===== src/rtl/riego_multizona.sv =====
// riego_multizona: multi-zone irrigation controller.
// One shared light sensor, one humidity sensor and one electrovalve per zone.
// Requests are latched per zone. Valves open one at a time, chosen by a
// round-robin pointer, and are followed by a mandatory all-closed gap.
module riego_multizona #(
    parameter int ZONES       = 4,
    parameter int OPEN_CYCLES = 750_000_000,
    parameter int CNT_W       = 31,
    parameter int GAP_CYCLES  = 50_000_000,
    parameter int DEB_CYCLES  = 500_000,
    parameter int DEB_W       = 20
) (
    input  logic             Clk,
    input  logic             reset,
    input  logic             SL,
    input  logic [ZONES-1:0] SH,
    input  logic [ZONES-1:0] manual,
    output logic [ZONES-1:0] EV,
    output logic [5:0]       message,
    output logic [ZONES:0]   LED,
    output logic             busy
);

    localparam int PTR_W = (ZONES > 1) ? $clog2(ZONES) : 1;
    localparam int NB    = ZONES + 1;

    typedef enum logic [1:0] {IDLE, OPEN, GAP} state_t;

    // Bit ZONES carries the light sensor; bits ZONES-1..0 carry the humidity sensors.
    logic [NB-1:0]    sync1;
    logic [NB-1:0]    sync2;
    logic [NB-1:0]    deb;
    logic [NB-1:0]    deb_update;
    logic [DEB_W-1:0] deb_cnt [NB];
    logic [ZONES-1:0] sh_fall;

    logic             sl_deb;
    logic [ZONES-1:0] sh_deb;

    state_t           state;
    logic [CNT_W-1:0] cnt;
    logic [PTR_W-1:0] rr_ptr;
    logic [ZONES-1:0] pending;

    logic             grant_found;
    logic [PTR_W-1:0] grant_idx;
    logic [PTR_W-1:0] next_ptr;
    logic [ZONES-1:0] grant_onehot;
    logic [PTR_W-1:0] scan_idx;
    logic [ZONES-1:0] req;

    assign sl_deb = deb[ZONES];
    assign sh_deb = deb[ZONES-1:0];
    assign LED    = {~sl_deb, ~EV};
    assign req    = (sh_deb & {ZONES{~sl_deb}}) | manual;

    // Two-flop synchronizer for the asynchronous sensor pins.
    always_ff @(posedge Clk or negedge reset) begin
        if (!reset) begin
            sync1 <= '0;
            sync2 <= '0;
        end else begin
            sync1 <= {SL, SH};
            sync2 <= sync1;
        end
    end

    // A debounced bit flips once the synchronized value has disagreed for DEB_CYCLES cycles in a row.
    always_comb begin
        deb_update = '0;
        for (int b = 0; b < NB; b++) begin
            deb_update[b] = (sync2[b] != deb[b]) && (deb_cnt[b] == DEB_W'(DEB_CYCLES - 1));
        end
    end

    // Debounce counters, debounced values and a one-cycle falling-edge flag per humidity sensor.
    always_ff @(posedge Clk or negedge reset) begin
        if (!reset) begin
            deb     <= '0;
            sh_fall <= '0;
            for (int b = 0; b < NB; b++) begin
                deb_cnt[b] <= '0;
            end
        end else begin
            sh_fall <= deb_update[ZONES-1:0] & deb[ZONES-1:0] & ~sync2[ZONES-1:0];
            for (int b = 0; b < NB; b++) begin
                if (deb_update[b]) begin
                    deb[b]     <= sync2[b];
                    deb_cnt[b] <= '0;
                end else if (sync2[b] != deb[b]) begin
                    deb_cnt[b] <= deb_cnt[b] + DEB_W'(1);
                end else begin
                    deb_cnt[b] <= '0;
                end
            end
        end
    end

    // Round-robin scan: first pending zone at or after rr_ptr, wrapping upward.
    always_comb begin
        grant_found  = 1'b0;
        grant_idx    = '0;
        grant_onehot = '0;
        scan_idx     = rr_ptr;
        for (int i = 0; i < ZONES; i++) begin
            if (!grant_found && pending[scan_idx]) begin
                grant_found = 1'b1;
                grant_idx   = scan_idx;
            end
            scan_idx = (scan_idx == PTR_W'(ZONES - 1)) ? '0 : scan_idx + PTR_W'(1);
        end
        if (grant_found) begin
            grant_onehot[grant_idx] = 1'b1;
        end
        next_ptr = (grant_idx == PTR_W'(ZONES - 1)) ? '0 : grant_idx + PTR_W'(1);
    end

    // Request latch: the open zone cannot re-request, and a grant clears its own bit.
    always_ff @(posedge Clk or negedge reset) begin
        if (!reset) begin
            pending <= '0;
        end else begin
            pending <= (pending | (req & ~EV)) & ~((state == IDLE) ? grant_onehot : '0);
        end
    end

    // Watering sequencer with registered valve, message and busy outputs.
    always_ff @(posedge Clk or negedge reset) begin
        if (!reset) begin
            state   <= IDLE;
            cnt     <= '0;
            rr_ptr  <= '0;
            EV      <= '0;
            message <= '0;
            busy    <= 1'b0;
        end else begin
            case (state)
                IDLE: begin
                    cnt <= '0;
                    if (grant_found) begin
                        state   <= OPEN;
                        EV      <= grant_onehot;
                        rr_ptr  <= next_ptr;
                        message <= 6'd16 | 6'(grant_idx);
                        busy    <= 1'b1;
                    end else begin
                        message <= {5'd0, sl_deb};
                        busy    <= 1'b0;
                    end
                end
                OPEN: begin
                    if (((sh_fall & EV) != '0) || (cnt == CNT_W'(OPEN_CYCLES - 1))) begin
                        state   <= GAP;
                        EV      <= '0;
                        cnt     <= '0;
                        message <= 6'd2;
                    end else begin
                        cnt <= cnt + CNT_W'(1);
                    end
                end
                GAP: begin
                    if (cnt == CNT_W'(GAP_CYCLES - 1)) begin
                        state   <= IDLE;
                        cnt     <= '0;
                        message <= {5'd0, sl_deb};
                        busy    <= 1'b0;
                    end else begin
                        cnt <= cnt + CNT_W'(1);
                    end
                end
                default: begin
                    state   <= IDLE;
                    cnt     <= '0;
                    EV      <= '0;
                    message <= '0;
                    busy    <= 1'b0;
                end
            endcase
        end
    end

endmodule

===== config.mk =====
export PLATFORM = sky130hd
export DESIGN_NAME = riego_multizona
export DESIGN_NICKNAME = d
export VERILOG_FILES = /design/src/rtl/riego_multizona.sv
export SDC_FILE = /design/constraint.sdc
export NUM_CORES = 1
export LEC_CHECK = 0
export CORE_MARGIN = 4
export CORE_UTILIZATION = 35
export DETAILED_ROUTE_END_ITERATION = 7
export SLEW_MARGIN = 0
export SYNTH_ARGS = -nofsm -noshare
export SYNTH_HDL_FRONTEND = slang
export SYNTH_SLANG_ARGS = --single-unit

===== constraint.sdc =====
create_clock -name Clk -period 5.4 [get_ports Clk]
set_input_delay 0.54 -clock Clk [delete_from_list [all_inputs] [get_ports Clk]]
set_output_delay 0.54 -clock Clk [all_outputs]
set_load 0.1 [all_outputs]

==> qor.csv, run 1 <==
metric,value,unit
sequential share of the synthesized area,51.2,%
unrepaired setup endpoints after global routing,false,
CP bufs+invs,1,
Worst Tran Pin Value,983,ps
Area Growth Syn to Fin,13.3,%
Tmin final,3340,ps
"commonest non-fill, non-tap cell in the layout",dfrtp_1,
WS Path Type,flip-flop to flip-flop,
synthesized area per cell,9.95,um2
H-Tree Depth,4,
Detailed Route Iter0 Violations,359,
WL/cell,13.5,um
P_leak,3.82,nW
CTS Buf Count,17,
status,"finished, final reports clean",
critical path cell sequence,ha_1 -> nor2b_1 -> o311ai_0 -> o21ai_0 -> a222oi_1 -> inv_1 -> ha_1 -> mux2_2,
synth unique cells,60,
Vias,5613,
Max Fclk,299,MHz
Post-CTS Resized,0,
CTS tree,done,
most frequent cells in the layout,"dfrtp_1, nor2_1, xor2_1",
clk buf depth,2,
Initial Utilization,35.7,%
yosys warns,0,
Slew HR,34.2,%
top_reg_cell synth,dfrtp_1,
global route overflow,0,
Final TNS setup,0,ps
Worst path max stage delay,800,ps
Tightest Hold Check Type,primary input to async pin,
clock-pin slew on the worst setup and hold paths,70,ps
post-synth design cell area,0.00811,mm2
Synth Instances,815,
antenna violations before repair,0,
DP HPWL,10.4,mm
Die H,160,um
core area,0.0227,mm2
#FFs+latches synth,166,
count of pins over their slew limit,0,
Critical Path Source Type,flip-flop,
# hold bufs at CTS,0,
die width,160,um
crit path max fanout,16,
Total Die Area,0.0257,mm2
Final setup viols,0,
first-pass GRT wire length,27.2,mm
post-route ant nets,0,
total wire length,15.4,mm
DRC,0,
GRT Util Overall,12.6,%
Ports,27,
peak supply drop,0.359,mV
clk root buf,clkbuf_16,
MaxCap Viol Count,0,
element type at the critical path end,flip-flop,
asr flop ratio synth,100,%
pwr dens,378,mW/mm2
Post-Place Worst Slack,2150,ps
Worst EP required,5710,ps
clock skew,8.92,ps
Pre-antenna DRT Iters,4,
largest net degree at the start of global routing,61,
Worst path slowest cell,a222oi_1,
Avg Vias per Cell,4.94,
fin worst setup slack,2060,ps
# diodes,0,
endpoints failing hold,0,
IO Port Bufs,23,
number of global-route vias before repair,5566,
fin nets,864,
period utilisation layout,61.9,%
"CP delay by family, top",compound AO/OA/AOI/OAI gates,
Post-CTS Setup Inserts,0,
"most used cell, CP",ha_1,
"Clk Latency, worst-skew pair",430,ps
Rows,55,
share of layout cells above drive strength 1,7.17,%
gpl congestion,0.827,
clock sinks,166,
Post-synth EDFFs,0,
arrival time worst endpoint,3660,ps
==> final timing paths <==
check	from	end	slack [ps]	depth (start not counted)
setup / recovery	rr_ptr[0]	rr_ptr[1]	2060	8
hold / removal	reset	sync2[4]	100	1
setup reg to reg	rr_ptr[0]	rr_ptr[1]	2060	8
hold reg to reg	sync1[0]	sync2[0]	350	0
max in group asynchronous	reset	rr_ptr[0]	4190	2
min in group Clk	sync1[0]	sync2[0]	350	0
==> sequential cells by signal, summed over array words and instances, names as in the netlist <==
| signal | flops |
|---|---|
| sync2 | 5 |
| sync1 | 5 |
| message | 3 |
| state | 2 |
| cnt | 31 |
| rr_ptr | 2 |
| deb_cnt | 100 |
| deb | 5 |
| EV | 4 |
| sh_fall | 4 |
| busy | 1 |
| pending | 4 |
==> kinds of logic (layout without fill, tap and decap cells) <==
logic type | after synthesis | after routing | synth area share [%]
and+or+nand+nor | 399 | 399 | 24.3
other | 1 | 3 | 0.0462
muxes | 20 | 20 | 2.64
DFF | 166 | 166 | 51.2
AOI/OAI and AO/OA | 43 | 43 | 3.66
xor gates and xnor gates | 121 | 121 | 13.1
adders and majority gates | 15 | 15 | 2.31
buffers and inverters | 50 | 84 | 2.78
==> layout make-up <==
cell class | count | area, um2
Clock buffer | 17 | 425
Clock inverter | 15 | 163
Fill cell | 2282 | 13500
Inverter | 27 | 101
Multi-Input combinational cell | 601 | 3740
Sequential cell | 166 | 4150
Tap cell | 285 | 357
Timing Repair Buffer | 25 | 246
==> per-layer routing <==
layer | GRT usage (%) | vias to the layer above | part of all wire (%)
met3 | 3.05 | 18 | 2.8
met1 | 18.3 | 2706 | 52
met4 | 3.64 | 0 | 1.2
met5 | 0 | - | 0
met2 | 18.9 | 74 | 44
li1 | - | 2815 | -
==> where the power goes <==
| part | leakage (nW) | switching, mW | internal (mW) |
|---|---|---|---|
| clock network | 0.281 | 0.550 | 0.656 |
| registers | 2.25 | 0.0933 | 1.31 |
| logic | 1.29 | 0.575 | 0.289 |
==> per-stage QoR <==
step	hold slack (ps)	power (mW)	util (%)	instance area (um2)	std cells
floorplan	244	2.11	-	8120	817
detailed placement	337	2.29	37.9	8600	1104
CTS	104	3.52	40.4	9180	1136
global route	132	3.66	40.4	9180	1136
global placement	335	2.29	37.9	8600	1104
finish	100	3.47	40.4	9180	1136
==> synth_stat cells, drive strengths merged, types with 2 or more instances <==
cell type  number  area (um2)
a222oi          2        20.0
clkbuf          9        33.8
nor4b           8        70.1
ha             15         188
o21a            4        30.0
dfrtp         166        4150
nand2          60         225
a21boi          2        15.0
nand3          38         190
or4             3        27.5
nor4           14         103
o21ai           8        40.0
and3           15        97.6
nand4          29         181
mux2           11         124
xnor2          58         508
or4b            2        20.0
or3             5        31.3
and3b           3        26.3
nor3           23         115
nor2b           2        12.5
or4bb           2        22.5
o311ai          2        17.5
o22a            2        18.8
nor2          166         626
and4           12         106
nand4b          2        17.5
and2            5        31.3
o31ai           4        30.0
mux2i           9        90.1
inv            27         101
buf            14        90.1
a21oi          10        50.1
or2             7        43.8
xor2           63         552
(Power assumes the default switching activity.)
==> run 2: changes to the inputs <==
==> constraint.sdc (replaced) <==
create_clock -name Clk -period 3.13 [get_ports Clk]
set_input_delay 0.313 -clock Clk [delete_from_list [all_inputs] [get_ports Clk]]
set_output_delay 0.313 -clock Clk [all_outputs]
set_load 0.1 [all_outputs]
==> run 2 against run 1 <==
  * Sequential share of layout area rose by 0.14 points
  * Largest cell class unchanged
  * Wire length decreased by 1.6%
  * Clock-buffer cell count rose by 1
  * First-iteration DRC count is 2.8% higher
  * Worst setup slack lost 1700 ps
  * Final area is 0.31% lower
  * Final cell count up 0.44%
  * Combinational power grew 78%
  * Die area unchanged
  * Flip-flop and latch count stayed put
  * Non-clock buffer count grew 6
==> qor.csv, run 2 (synthesis gave the netlist of run 1 again) <==
metric,value,unit
WHS,326,ps
clock sinks,166,
status,"finished, final reports clean",
gpl congestion,0.838,
largest net degree at the start of global routing,74,
Largest regs,"deb_cnt (100), cnt (31)",
Final setup viols,0,
GRT Util Overall,12.5,%
unrepaired setup endpoints after global routing,false,
Total Die Area,0.0257,mm2
antenna violations before repair,0,
Final TNS setup,0,ps
Post-DP Area,0.00862,mm2
Vias,5628,
layer with the highest usage,met2,
Rows,55,
CTS Buf Count,17,
first-pass GRT wire length,26.9,mm
count of pins over their slew limit,0,
max reg flops,100,
Area Growth Syn to Fin,12.9,%
P_leak,3.84,nW
clock skew,8.75,ps
IO Port Bufs,23,
Worst path max stage delay,570,ps
clock-pin slew on the worst setup and hold paths,70,ps
Detailed Route Iter0 Violations,369,
Max Fclk,360,MHz
Worst Tran Pin Value,974,ps
DP HPWL,10.2,mm
DRC,0,
critical path cell sequence,ha_1 -> mux2i_1 -> mux2i_1 -> nor4_1 -> o2bb2ai_1 -> inv_1 -> ha_1 -> mux2_2,
Register Area,0.00415,mm2
core area,0.0227,mm2
"Power, Total",5.84,mW
number of global-route vias before repair,5516,
WL/cell,13.3,um
Avg Vias per Cell,4.93,
GRT met2 Usage,18.7,%
Tightest Hold Check Type,primary input to flip-flop,
"commonest non-fill, non-tap cell in the layout",dfrtp_1,
multi-input logic area,0.00374,mm2
M1 GR Usage,18.2,%
design area,0.00916,mm2
arrival time worst endpoint,3080,ps
met3 usage,3.15,%
worst-case reg-to-reg path depth,8,
H-Tree Depth,4,
share of layout cells above drive strength 1,8.88,%
global route overflow,0,
Hold Path Stages,1,
pwr dens,638,mW/mm2
Worst EP required,3440,ps
post-route ant nets,0,
period utilisation layout,88.7,%
clk root buf,clkbuf_16,
WS Path Type,flip-flop to flip-flop,
endpoints failing hold,0,
total wire length,15.1,mm
fin nets,870,
clk buf depth,2,
MaxCap Viol Count,0,
FILL cells,2261,
peak supply drop,0.623,mV
CTS tree,done,
Initial Utilization,35.7,%
# diodes,0,
Tmin final,2780,ps
Die H,160,um
crit path max fanout,12,
Reg with most FFs,deb_cnt,
Ports,27,
Worst path slowest cell,ha_1,
most frequent cells in the layout,"dfrtp_1, nor2_1, xor2_1",
element type at the critical path end,flip-flop,
Critical Path Source Type,flip-flop,
die width,160,um
Pre-antenna DRT Iters,4,
"Clk Latency, worst-skew pair",420,ps
Slew HR,34.9,%
[run 2: final cells by class]
type,count,area share [%]
Sequential cell,166,45.4
Multi-Input combinational cell,601,40.8
Clock inverter,13,1.09
Inverter,27,1.11
Timing Repair Buffer,31,3.02
Clock buffer,18,4.69
Tap cell,285,3.90
[run 2: worst paths after layout]
| check | endpoint | start | slack, ps |
|---|---|---|---|
| worst max-delay path | rr_ptr[1] | rr_ptr[1] | 350 |
| worst min-delay path | sync1[3] | SH[3] | 330 |
| worst min register to register | sync2[4] | sync1[4] | 350 |
| worst max register to register | rr_ptr[1] | rr_ptr[1] | 350 |
| max in group asynchronous | pending[2] | reset | 1960 |
| min in group asynchronous | sync1[4] | reset | 430 |
[run 2: through the flow]
stage	std cells	setup slack [ps]	utilization (%)
after floorplan	817	438	-
after global placement	1109	445	37.9
after detailed placement	1109	415	37.9
after global routing	1141	157	40.3
after CTS	1141	417	40.3
final	1141	355	40.3
[run 2: layer usage]
layer	share of wire, %	routed length, um	vias up
met2	45	6770	74
met4	0.63	96	0
li1	-	-	2826
met1	52	7790	2722
met5	0	0	-
met3	3.1	465	6
[run 2: report_power, final]
group / switching, mW / internal, mW / total, mW / leakage [nW]
Combinational: 1.02 / 0.523 / 1.54 / 1.34
Clock: 0.879 / 1.02 / 1.90 / 0.251
Sequential: 0.141 / 2.26 / 2.40 / 2.25
[run 2: repair_timing]
action	in CTS	in global routing
gates resized for setup	0	0
setup buffers	0	0
endpoints found under the setup margin	0	0
hold buffers	1	0
endpoints found under the hold margin	48	0
[run 2: worst max-delay path, delay by kind of cell (launching register included)]
| family | cells | cell delay, ps |
|---|---|---|
| adder cells (fa/ha/maj) | 2 | 790 |
| buffers and inverters | 1 | 110 |
| multiplexers | 3 | 800 |
| AND/OR/NAND/NOR | 1 | 320 |
| AO/OA/AOI/OAI | 1 | 190 |
| flip-flops | 1 | 460 |
==> run 3: changes to the inputs <==
--- a/config.mk
+++ b/config.mk
@@ -7,7 +7,10 @@
 export LEC_CHECK = 0
 export CORE_MARGIN = 4
 export CORE_UTILIZATION = 35
+export CTS_BUF_LIST = sky130_fd_sc_hd__clkbuf_2
+export CTS_CLUSTER_DIAMETER = 80
 export DETAILED_ROUTE_END_ITERATION = 7
+export SETUP_SLACK_MARGIN = 0.4
 export SLEW_MARGIN = 0
 export SYNTH_ARGS = -nofsm -noshare
 export SYNTH_HDL_FRONTEND = slang
==> run 3 against run 2 <==
  * Final area down 2.8%
  * Wire length down 0.71%
  * Sequential share of layout area up 1.3 points
  * First-iteration DRC count down 22%
  * Critical path depth down 7
  * Final cell count up 0.61%
  * Critical path type is now flip-flop to primary output
==> qor.csv, run 3 (synthesis gave the netlist of run 1 again) <==
metric,value,unit
status,"finished, final reports clean",
number of global-route vias before repair,5540,
element type at the critical path end,primary output,
Final setup viols,0,
Worst path max stage delay,1160,ps
share of layout cells above drive strength 1,9.41,%
Die H,160,um
Pre-antenna DRT Iters,4,
post-route ant nets,0,
IO Port Bufs,23,
part of the power in registers,48.1,%
multi-input logic area,0.00376,mm2
WS Path Type,flip-flop to primary output,
Worst R2R Start,rr_ptr[1],
most frequent cells in the layout,"dfrtp_1, nor2_1, xor2_1",
Sw Share,39.1,%
FF-to-FF End,rr_ptr[1],
clock skew,38.7,ps
max reg flops,100,
CP bufs+invs,1,
Worst path slowest cell,clkdlybuf4s50_1,
Rows,55,
peak supply drop,0.625,mV
FILL cells,2290,
"setup slack, reg-to-reg",600,ps
Inst Count DP,1109,
Final TNS setup,0,ps
total wire length,15.0,mm
MaxCap Viol Count,0,
"Clk Latency, worst-skew pair",730,ps
fin nets,875,
Worst Tran Pin Value,974,ps
endpoints failing hold,0,
arrival time worst endpoint,2290,ps
Ports,27,
GRT Util Overall,12.3,%
Slew HR,34.9,%
period utilisation layout,83.2,%
antenna violations before repair,1,
Int Power,3.05,mW
Critical Path Source Type,flip-flop,
Clock Power Share,19.9,%
Largest regs,"deb_cnt (100), cnt (31)",
Vias,5649,
unrepaired setup endpoints after global routing,false,
"CP delay by family, top",buffers and inverters,
Worst EP required,2820,ps
Post-CTS Setup Inserts,0,
first-pass GRT wire length,26.8,mm
Area Growth Syn to Fin,9.69,%
Total Die Area,0.0257,mm2
largest net degree at the start of global routing,74,
Register Area,0.00416,mm2
Avg Vias per Cell,4.92,
DRC,0,
H-Tree Depth,4,
Comb pwr share,32.0,%
Initial Utilization,35.7,%
Tmin final,2600,ps
critical path cell sequence,clkdlybuf4s50_1,
CTS tree,done,
clk root buf,clkbuf_2,
P_leak,3.72,nW
Reg with most FFs,deb_cnt,
gpl congestion,0.838,
crit path max fanout,2,
Detailed Route Iter0 Violations,289,
"commonest non-fill, non-tap cell in the layout",dfrtp_1,
worst-case reg-to-reg path depth,8,
clock-pin slew on the worst setup and hold paths,250,ps
count of pins over their slew limit,0,
die width,160,um
Net Switching,1.96,mW
Max Fclk,384,MHz
CTS Buf Count,17,
clk buf depth,2,
Tightest Hold Check Type,primary input to async pin,
core area,0.0227,mm2
WL/cell,13.1,um
pwr dens,563,mW/mm2
global route overflow,0,
Final Core Density,39.2,%
DP HPWL,10.2,mm
Non-Filler Instances,1148,
clock sinks,166,
[run 3: cell count changes in the layout (fill, tap and decap cells not counted), sizes merged]
cell         previous run  this run
dlygate4sd3             1         6
diode                   0         2
[run 3: through the flow]
step / setup WS (ps) / hold slack, ps / power [mW] / area, um2
after detailed placement: 415 / 297 / 3.99 / 8620
after CTS: 435 / 23.7 / 5.03 / 8870
after floorplan: 438 / 17.4 / 3.64 / 8120
after global placement: 445 / 292 / 3.98 / 8620
final: 526 / 83.8 / 5.01 / 8890
after global routing: 410 / 39.7 / 5.34 / 8890
[run 3: how the worst max path moves through the flow]
stage	from	endpoint	slack, ps	cells after the start
2_1_floorplan	rr_ptr[0]	rr_ptr[1]	440	9
3_3_place_gp	rr_ptr[1]	rr_ptr[1]	450	8
3_5_place_dp	rr_ptr[1]	rr_ptr[1]	410	8
4_1_cts	busy	busy	430	1
5_1_grt	busy	busy	410	1
6_report	busy	busy	530	1
[run 3: repair_timing]
item                                    4_1_cts  5_1_grt
resized for setup                             1        5
endpoints found under the setup margin        1       11
endpoints found under the hold margin       171        0
hold buffers                                  6        0
[run 3: power by group through the flow]
stage	registers [mW]	logic (mW)	clock network [mW]
after floorplan	2.60	1.03	0
after global placement	2.44	1.55	0
after detailed placement	2.44	1.55	0
after CTS	2.40	1.57	1.06
after global routing	2.43	1.77	1.14
final	2.41	1.60	0.994
[run 3: metal layers]
metal / global-route usage (%) / wire, um
met1: 18.0 / 7740
met2: 18.6 / 6650
met3: 2.92 / 516
met4: 3.09 / 105
met5: 0 / 0
[run 3: layout make-up]
cell class                 count  share of cell area [%]
sequential                   166                    46.7
multi-input combinational    601                    42.2
tap                          285                    4.01
timing repair buffer          36                    3.71
inverter                      27                    1.14
clock inverter                13                    1.13
clock buffer                  18                    1.01
antenna                        2                  0.0563
